File: config.mk
export PLATFORM = sky130hd
export DESIGN_NAME = dmem_port_arbiter_flat
export DESIGN_NICKNAME = d
export VERILOG_FILES = /design/src/rtl/dmem_port_arbiter_if.sv /design/src/rtl/dmem_port_arbiter.sv /design/src/flat_wrapper.sv
export SDC_FILE = /design/constraint.sdc
export NUM_CORES = 1
export LEC_CHECK = 0
export BUFFER_PORTS_ARGS = -buffer_cell sky130_fd_sc_hd__buf_2
export CAP_MARGIN = 20
export CORE_ASPECT_RATIO = 1.75
export CORE_MARGIN = 8
export CORE_UTILIZATION = 30
export CTS_CLUSTER_DIAMETER = 150
export CTS_CLUSTER_SIZE = 25
export DETAILED_ROUTE_END_ITERATION = 10
export GPL_TIMING_DRIVEN = 0
export PLACE_DENSITY = 0.65
export SETUP_SLACK_MARGIN = 0.15
export SYNTH_ARGS = -nofsm -noshare
export SYNTH_HDL_FRONTEND = slang
export SYNTH_SLANG_ARGS = --single-unit
File: constraint.sdc
create_clock -name CLK -period 3.6 [get_ports CLK]
set_input_delay 0.72 -clock CLK [delete_from_list [all_inputs] [get_ports CLK]]
set_output_delay 0.72 -clock CLK [all_outputs]
set_load 0.05 [all_outputs]
File: src/rtl/dmem_port_arbiter_if.sv
// Bus bundle for memory data port 2: pipeline side, programmer side and
// the registered command toward the byte-addressable memory.
//
// Handshake: a master raises *_REQ and holds REQ plus payload steady until
// the cycle in which its *_GNT is high; GNT is a one-cycle pulse meaning the
// command is on M_* that cycle. REQ may stay high after GNT to present the
// next command, which becomes eligible one edge later. Reads return one
// cycle after GNT with *_RVALID high and *_RDATA valid; RDATA is 0 otherwise.
interface dmem_port_arbiter_if;
    logic        P_REQ;
    logic        P_WE;
    logic [31:0] P_ADDR;
    logic [31:0] P_DIN;
    logic [1:0]  P_SIZE;
    logic        P_SIGN;
    logic        P_GNT;
    logic        P_STALL;
    logic        P_RVALID;
    logic [31:0] P_RDATA;

    logic        G_REQ;
    logic        G_WE;
    logic [31:0] G_ADDR;
    logic [31:0] G_DIN;
    logic        G_GNT;
    logic        G_RVALID;
    logic [31:0] G_RDATA;

    logic        M_READ;
    logic        M_WRITE;
    logic [31:0] M_ADDR;
    logic [31:0] M_DIN;
    logic [1:0]  M_SIZE;
    logic        M_SIGN;
    logic [31:0] M_DOUT;

    // Arbiter view
    modport slave (
        input  P_REQ, P_WE, P_ADDR, P_DIN, P_SIZE, P_SIGN,
        output P_GNT, P_STALL, P_RVALID, P_RDATA,
        input  G_REQ, G_WE, G_ADDR, G_DIN,
        output G_GNT, G_RVALID, G_RDATA,
        output M_READ, M_WRITE, M_ADDR, M_DIN, M_SIZE, M_SIGN,
        input  M_DOUT
    );

    // Environment view (requesters plus memory)
    modport master (
        output P_REQ, P_WE, P_ADDR, P_DIN, P_SIZE, P_SIGN,
        input  P_GNT, P_STALL, P_RVALID, P_RDATA,
        output G_REQ, G_WE, G_ADDR, G_DIN,
        input  G_GNT, G_RVALID, G_RDATA,
        input  M_READ, M_WRITE, M_ADDR, M_DIN, M_SIZE, M_SIGN,
        output M_DOUT
    );
endinterface

File: src/rtl/dmem_port_arbiter.sv
// Arbiter/sequencer for OTTER data memory port 2, shared by the pipeline
// memory stage and the UART programmer. One registered command per cycle,
// synchronous-read data returned the following cycle to its owner.
module dmem_port_arbiter #(
    parameter int STARVE_MAX = 8
) (
    input  logic              CLK,
    input  logic              RST_N,
    input  logic              PROG_MODE,
    dmem_port_arbiter_if.slave bus,
    output logic [1:0]        o_dbg_owner,
    output logic [3:0]        o_dbg_wait
);

    typedef enum logic [1:0] {
        OWN_NONE = 2'd0,
        OWN_PIPE = 2'd1,
        OWN_PROG = 2'd2
    } owner_e;

    localparam logic [3:0] LP_STARVE = 4'(STARVE_MAX);

    owner_e      r_owner;
    owner_e      w_owner_nxt;
    owner_e      r_rd_owner;
    logic        r_rd_read;
    logic [3:0]  r_wait;

    logic        r_m_read;
    logic        r_m_write;
    logic [31:0] r_m_addr;
    logic [31:0] r_m_din;
    logic [1:0]  r_m_size;
    logic        r_m_sign;

    logic        w_p_gnt;
    logic        w_g_gnt;
    logic        w_p_elig;
    logic        w_g_elig;
    logic        w_p_rvalid;
    logic        w_g_rvalid;

    // A master in its own grant cycle is not eligible, so the edge that ends
    // a grant never re-grants the same request.
    assign w_p_gnt  = (r_owner == OWN_PIPE);
    assign w_g_gnt  = (r_owner == OWN_PROG);
    assign w_p_elig = bus.P_REQ & ~w_p_gnt;
    assign w_g_elig = bus.G_REQ & ~w_g_gnt;

    // Owner state register: whose command sits on M_* this cycle
    always_ff @(posedge CLK or negedge RST_N) begin
        if (!RST_N) r_owner <= OWN_NONE;
        else        r_owner <= w_owner_nxt;
    end

    // Winner selection: program mode first, then starvation override, then pipeline
    always_comb begin
        w_owner_nxt = OWN_NONE;
        if (PROG_MODE) begin
            if (w_g_elig) w_owner_nxt = OWN_PROG;
        end else if (w_g_elig && (r_wait >= LP_STARVE)) begin
            w_owner_nxt = OWN_PROG;
        end else if (w_p_elig) begin
            w_owner_nxt = OWN_PIPE;
        end else if (w_g_elig) begin
            w_owner_nxt = OWN_PROG;
        end
    end

    // Memory command register loaded from the winner; payload holds when idle
    always_ff @(posedge CLK or negedge RST_N) begin
        if (!RST_N) begin
            r_m_read  <= 1'b0;
            r_m_write <= 1'b0;
            r_m_addr  <= '0;
            r_m_din   <= '0;
            r_m_size  <= '0;
            r_m_sign  <= 1'b0;
        end else begin
            case (w_owner_nxt)
                OWN_PIPE: begin
                    r_m_read  <= ~bus.P_WE;
                    r_m_write <= bus.P_WE;
                    r_m_addr  <= bus.P_ADDR;
                    r_m_din   <= bus.P_DIN;
                    r_m_size  <= bus.P_SIZE;
                    r_m_sign  <= bus.P_SIGN;
                end
                OWN_PROG: begin
                    r_m_read  <= ~bus.G_WE;
                    r_m_write <= bus.G_WE;
                    r_m_addr  <= bus.G_ADDR;
                    r_m_din   <= bus.G_DIN;
                    r_m_size  <= 2'd2;
                    r_m_sign  <= 1'b0;
                end
                default: begin
                    r_m_read  <= 1'b0;
                    r_m_write <= 1'b0;
                end
            endcase
        end
    end

    // Starvation counter: counts edges the programmer lost while eligible
    always_ff @(posedge CLK or negedge RST_N) begin
        if (!RST_N) begin
            r_wait <= '0;
        end else if ((w_owner_nxt == OWN_PROG) || !bus.G_REQ) begin
            r_wait <= '0;
        end else if (w_g_elig && (r_wait != 4'hF)) begin
            r_wait <= r_wait + 4'd1;
        end
    end

    // Read-return tracking: remembers who issued the read now on the bus
    always_ff @(posedge CLK or negedge RST_N) begin
        if (!RST_N) begin
            r_rd_owner <= OWN_NONE;
            r_rd_read  <= 1'b0;
        end else begin
            r_rd_owner <= r_owner;
            r_rd_read  <= r_m_read;
        end
    end

    assign w_p_rvalid   = r_rd_read && (r_rd_owner == OWN_PIPE);
    assign w_g_rvalid   = r_rd_read && (r_rd_owner == OWN_PROG);

    assign bus.P_GNT    = w_p_gnt;
    assign bus.P_STALL  = bus.P_REQ & ~w_p_gnt;
    assign bus.P_RVALID = w_p_rvalid;
    assign bus.P_RDATA  = w_p_rvalid ? bus.M_DOUT : 32'd0;
    assign bus.G_GNT    = w_g_gnt;
    assign bus.G_RVALID = w_g_rvalid;
    assign bus.G_RDATA  = w_g_rvalid ? bus.M_DOUT : 32'd0;

    assign bus.M_READ   = r_m_read;
    assign bus.M_WRITE  = r_m_write;
    assign bus.M_ADDR   = r_m_addr;
    assign bus.M_DIN    = r_m_din;
    assign bus.M_SIZE   = r_m_size;
    assign bus.M_SIGN   = r_m_sign;

    assign o_dbg_owner  = r_owner;
    assign o_dbg_wait   = r_wait;

endmodule

File: src/flat_wrapper.sv
// flat-port wrapper written by rule: the top's interface ports become plain ports
module dmem_port_arbiter_flat 
#(
    parameter int STARVE_MAX = 8
)
  (CLK, RST_N, PROG_MODE, o_dbg_owner, o_dbg_wait, bus_P_REQ, bus_P_WE, bus_P_ADDR, bus_P_DIN, bus_P_SIZE, bus_P_SIGN, bus_P_GNT, bus_P_STALL, bus_P_RVALID, bus_P_RDATA, bus_G_REQ, bus_G_WE, bus_G_ADDR, bus_G_DIN, bus_G_GNT, bus_G_RVALID, bus_G_RDATA, bus_M_READ, bus_M_WRITE, bus_M_ADDR, bus_M_DIN, bus_M_SIZE, bus_M_SIGN, bus_M_DOUT);
  dmem_port_arbiter_if bus_i ();
  input  logic CLK;
  input  logic RST_N;
  input  logic PROG_MODE;
  output logic [1:0] o_dbg_owner;
  output logic [3:0] o_dbg_wait;
  input wire logic [$bits(bus_i.P_REQ)-1:0] bus_P_REQ;
  input wire logic [$bits(bus_i.P_WE)-1:0] bus_P_WE;
  input wire logic [$bits(bus_i.P_ADDR)-1:0] bus_P_ADDR;
  input wire logic [$bits(bus_i.P_DIN)-1:0] bus_P_DIN;
  input wire logic [$bits(bus_i.P_SIZE)-1:0] bus_P_SIZE;
  input wire logic [$bits(bus_i.P_SIGN)-1:0] bus_P_SIGN;
  output wire logic [$bits(bus_i.P_GNT)-1:0] bus_P_GNT;
  output wire logic [$bits(bus_i.P_STALL)-1:0] bus_P_STALL;
  output wire logic [$bits(bus_i.P_RVALID)-1:0] bus_P_RVALID;
  output wire logic [$bits(bus_i.P_RDATA)-1:0] bus_P_RDATA;
  input wire logic [$bits(bus_i.G_REQ)-1:0] bus_G_REQ;
  input wire logic [$bits(bus_i.G_WE)-1:0] bus_G_WE;
  input wire logic [$bits(bus_i.G_ADDR)-1:0] bus_G_ADDR;
  input wire logic [$bits(bus_i.G_DIN)-1:0] bus_G_DIN;
  output wire logic [$bits(bus_i.G_GNT)-1:0] bus_G_GNT;
  output wire logic [$bits(bus_i.G_RVALID)-1:0] bus_G_RVALID;
  output wire logic [$bits(bus_i.G_RDATA)-1:0] bus_G_RDATA;
  output wire logic [$bits(bus_i.M_READ)-1:0] bus_M_READ;
  output wire logic [$bits(bus_i.M_WRITE)-1:0] bus_M_WRITE;
  output wire logic [$bits(bus_i.M_ADDR)-1:0] bus_M_ADDR;
  output wire logic [$bits(bus_i.M_DIN)-1:0] bus_M_DIN;
  output wire logic [$bits(bus_i.M_SIZE)-1:0] bus_M_SIZE;
  output wire logic [$bits(bus_i.M_SIGN)-1:0] bus_M_SIGN;
  input wire logic [$bits(bus_i.M_DOUT)-1:0] bus_M_DOUT;
  assign bus_i.P_REQ = bus_P_REQ;
  assign bus_i.P_WE = bus_P_WE;
  assign bus_i.P_ADDR = bus_P_ADDR;
  assign bus_i.P_DIN = bus_P_DIN;
  assign bus_i.P_SIZE = bus_P_SIZE;
  assign bus_i.P_SIGN = bus_P_SIGN;
  assign bus_P_GNT = bus_i.P_GNT;
  assign bus_P_STALL = bus_i.P_STALL;
  assign bus_P_RVALID = bus_i.P_RVALID;
  assign bus_P_RDATA = bus_i.P_RDATA;
  assign bus_i.G_REQ = bus_G_REQ;
  assign bus_i.G_WE = bus_G_WE;
  assign bus_i.G_ADDR = bus_G_ADDR;
  assign bus_i.G_DIN = bus_G_DIN;
  assign bus_G_GNT = bus_i.G_GNT;
  assign bus_G_RVALID = bus_i.G_RVALID;
  assign bus_G_RDATA = bus_i.G_RDATA;
  assign bus_M_READ = bus_i.M_READ;
  assign bus_M_WRITE = bus_i.M_WRITE;
  assign bus_M_ADDR = bus_i.M_ADDR;
  assign bus_M_DIN = bus_i.M_DIN;
  assign bus_M_SIZE = bus_i.M_SIZE;
  assign bus_M_SIGN = bus_i.M_SIGN;
  assign bus_i.M_DOUT = bus_M_DOUT;
  dmem_port_arbiter #(.STARVE_MAX(STARVE_MAX)) u_core (.CLK(CLK), .RST_N(RST_N), .PROG_MODE(PROG_MODE), .bus(bus_i), .o_dbg_owner(o_dbg_owner), .o_dbg_wait(o_dbg_wait));
endmodule
==> results.md <==
- Clk_lat worst skew: between 300 and 400 ps
- Row count: 56
- Max Freq: approximately 0.38 GHz
- Critical Path End Type: flip-flop
- Worst Skew: between 7 and 8 ps
- Post-route setup TNS: 0 ps
- Seq/Total Area, Yosys: roughly 48%
- Final core occ: between 40% and 50%
- Worst hold path type: input pin to async pin
- Least-Margin Pin Slew: approximately 520 ps
- Hold_buf cts: 0
- Die Height: 169 um
- Syn avg cell area: approximately 9.6 um2
- Synth Register Bits: roughly 80
- Reg2Reg Depth: 9
- H-tree level count: 3
- Drt pass-1 iters: 4
- Total Power Consumption: about 3500 uW
- PD cells: between 500 and 600 nW/um2
- Syn nets: a little under 600
- Largest net degree at the start of global routing: between 40 and 50
- Crit path top cell by count: buf_2
- Vias: between 4000 and 5000
- Die X: a little over 100 um
- Grt total ovfl: 0
- Multi-input gate area: just under 2000 um2
- Area Overhead vs Synth: 51.6%
- Net Sw Frac: a little under half
- Root buffer cell: clkbuf_16
- Largest stage delay on the critical path: ~400 ps
- CP arrival: approximately 2900 ps
- Final Hold Fails: 0
- Post-route insts no fill: between 900 and 1000
- DRC: 0
- First-pass GRT wire length: 24800 um
- Initial Utilization: between 30% and 40%
- Crit path buf inv count: 4
- Setup Buffers After CTS: 0
- Final Max Slew Viols: 0
- Worst setup path start: bus_G_REQ
- Hold Slack: 362 ps
- Max-cap violations: 0
- Layout Nets: ~920
- Slowest CP cell: clkbuf_1
- GRT Util Overall: between 15 and 20%
- Leakage: 0.00336 uW
- Drt via density: 4.50
- Vias in the first global route: approximately 4500
- Final period utilization: 72.9%
- Endpoints failing setup: 0
- Status: finished, final reports clean
- Most frequent cells in the layout: 320 x buf_2, 78 x dfrtp_1, 71 x nand2_1, 67 x o21ai_0, 65 x and2_1
- Largest cells by area after synthesis: dfrtp_1 48%, mux2i_1 16%, and2_1 10%
- FF+latch area: just under 2000 um2
- Internal power: 1890 uW
- Switch Pwr: ~1600 uW
- Filler instances: ~1400
- Synth unique cells: 28
- Cells after Synth: between 400 and 500
- Initial antenna violation count: 3
- CTS max path bufs: 2
- WL per Instance: 17.3 um
- CTS tree: yes
- CP Cell Sequence: buf_2 > nand2_1 > maj3_1 > and3b_1 > ha_1 > buf_2 > buf_2 > clkbuf_1 > nand2_1 > o21ai_0
- Clock transition at path regs: 60 ps
- Most common cell after layout, fill and taps aside: buf_2
- Port-buffer cells: 313
- Placed cells: roughly 900
- Worst R2R End: u_core.bus.M_ADDR[3]
- Rel. slew slack: 65.0%
- Core area: roughly 13000 um2
- Synth warn: 0
- Critical Path RT: 3840 ps
- Synth top area share: 48.5%
- Layout cells sized above 1: about 46%
- Min Clock Period, post-route: 2620 ps
- CP Max Fanout: 10
- Inserted Clock Buffers: 9
- Sequential power share: 33.9%
- Biggest area consumer among synthesized cells: dfrtp_1
- RSZ-0062 raised after global routing: false
- RR Startpoint: u_core.o_dbg_wait[3]
- Peak VDD IR: 0.292 mV
- Final GP Congestion: approximately 0.84
- Crit-path leading delay family: buffers and inverters
- Combinational Power Share: 42.5%
- Ports: between 300 and 400
- DRT Wirelength: roughly 16000 um
- Detail Route Antenna Nets: 0
- Detailed Route Iter0 Violations: approximately 130
- Clock power frac: 23.6%
- Crit path kind: input pin to flip-flop
- Synthesized area: between 4000 and 5000 um2
- Startpoint types: input pin
- Sinks on Clock Net: roughly 80
- PostCTS Resize Cnt: 0
- Detailed Place HPWL: 13500 um
- Reg-to-reg slack, setup: ~1100 ps
- Die footprint: around 18000 um2
## through the flow
| stage | setup WS, ps | area, um2 |
|---|---|---|
| 2_1_floorplan | 965 | 4030 |
| 3_3_place_gp | 620 | 5810 |
| 3_5_place_dp | 585 | 5830 |
| 4_1_cts | 927 | 6100 |
| 5_1_grt | 742 | 6100 |
| 6_report | 977 | 6100 |
## Yosys cell counts
cell type / n
nor2_1: 6
clkbuf_1: 19
nor4_1: 1
ha_1: 4
o21ai_0: 67
buf_2: 8
mux2i_1: 64
nor3_1: 2
maj3_2: 1
o31ai_1: 2
and3b_1: 2
nand3_1: 2
buf_4: 2
inv_1: 7
and2_1: 65
nand2b_1: 5
nand3b_1: 1
nand2_1: 71
or3b_1: 1
nor2b_1: 1
a22oi_1: 1
mux2_2: 1
dfrtp_1: 78
maj3_1: 1
nand2b_2: 1
nand4_1: 2
and3_2: 1
a21oi_1: 4
## metal layers
metal	track usage, %	routed length (um)
met1	17.1	5570
met4	5.01	231
met2	33.5	8610
met5	0	24
met3	7.57	1580
## kinds of logic (layout without fill, tap and decap cells)
logic type      count (synthesis)  in the layout  share of synthesized area [%]
simple gates                  161            161                           20.4
mux                            65             65                           16.2
flops                          78             78                           48.5
compound gates                 74             74                           9.38
buf+inv                        36            366                           3.79
other cells                     0              1                              0
fa+ha+maj                       6              6                           1.77
## power by group through the flow
| stage | Clock [uW] | Combinational [uW] | Sequential, uW |
|---|---|---|---|
| final | 822 | 1480 | 1180 |
| after global placement | 0 | 1490 | 1180 |
| after floorplan | 0 | 325 | 1890 |
| after detailed placement | 0 | 1500 | 1190 |
| after global routing | 888 | 1570 | 1200 |
| after CTS | 853 | 1500 | 1180 |
## area by class of cell
| type | instances | area share [%] |
|---|---|---|
| Sequential cell | 78 | 32.0 |
| Multi-Input combinational cell | 306 | 31.5 |
| Timing Repair Buffer | 314 | 26.0 |
| Clock buffer | 10 | 3.75 |
| Tap cell | 174 | 3.57 |
| Buffer | 29 | 2.07 |
| Clock inverter | 6 | 0.635 |
| Inverter | 7 | 0.430 |
| Antenna cell | 1 | 0.0410 |
## flip-flops by register name (all words and copies together) (netlist names)
signal and cells:
u_core.bus.M_ADDR 32, u_core.bus.M_DIN 32, u_core.bus.M_READ 1, u_core.bus.M_SIGN 1, u_core.bus.M_SIZE 2, u_core.bus.M_WRITE 1, u_core.o_dbg_owner 2, u_core.o_dbg_wait 4
u_core.r_rd_owner 2, u_core.r_rd_read 1
## worst max path at each step
stage / endpoint / cells past startpoint
after floorplan: bus_P_STALL / 3
after global placement: u_core.bus.M_DIN[0] / 10
after detailed placement: u_core.bus.M_DIN[6] / 10
after CTS: u_core.bus.M_DIN[6] / 10
after global routing: u_core.bus.M_DIN[27] / 10
final: u_core.bus.M_DIN[6] / 10
No activity file was read; power rests on OpenSTA's default activity.
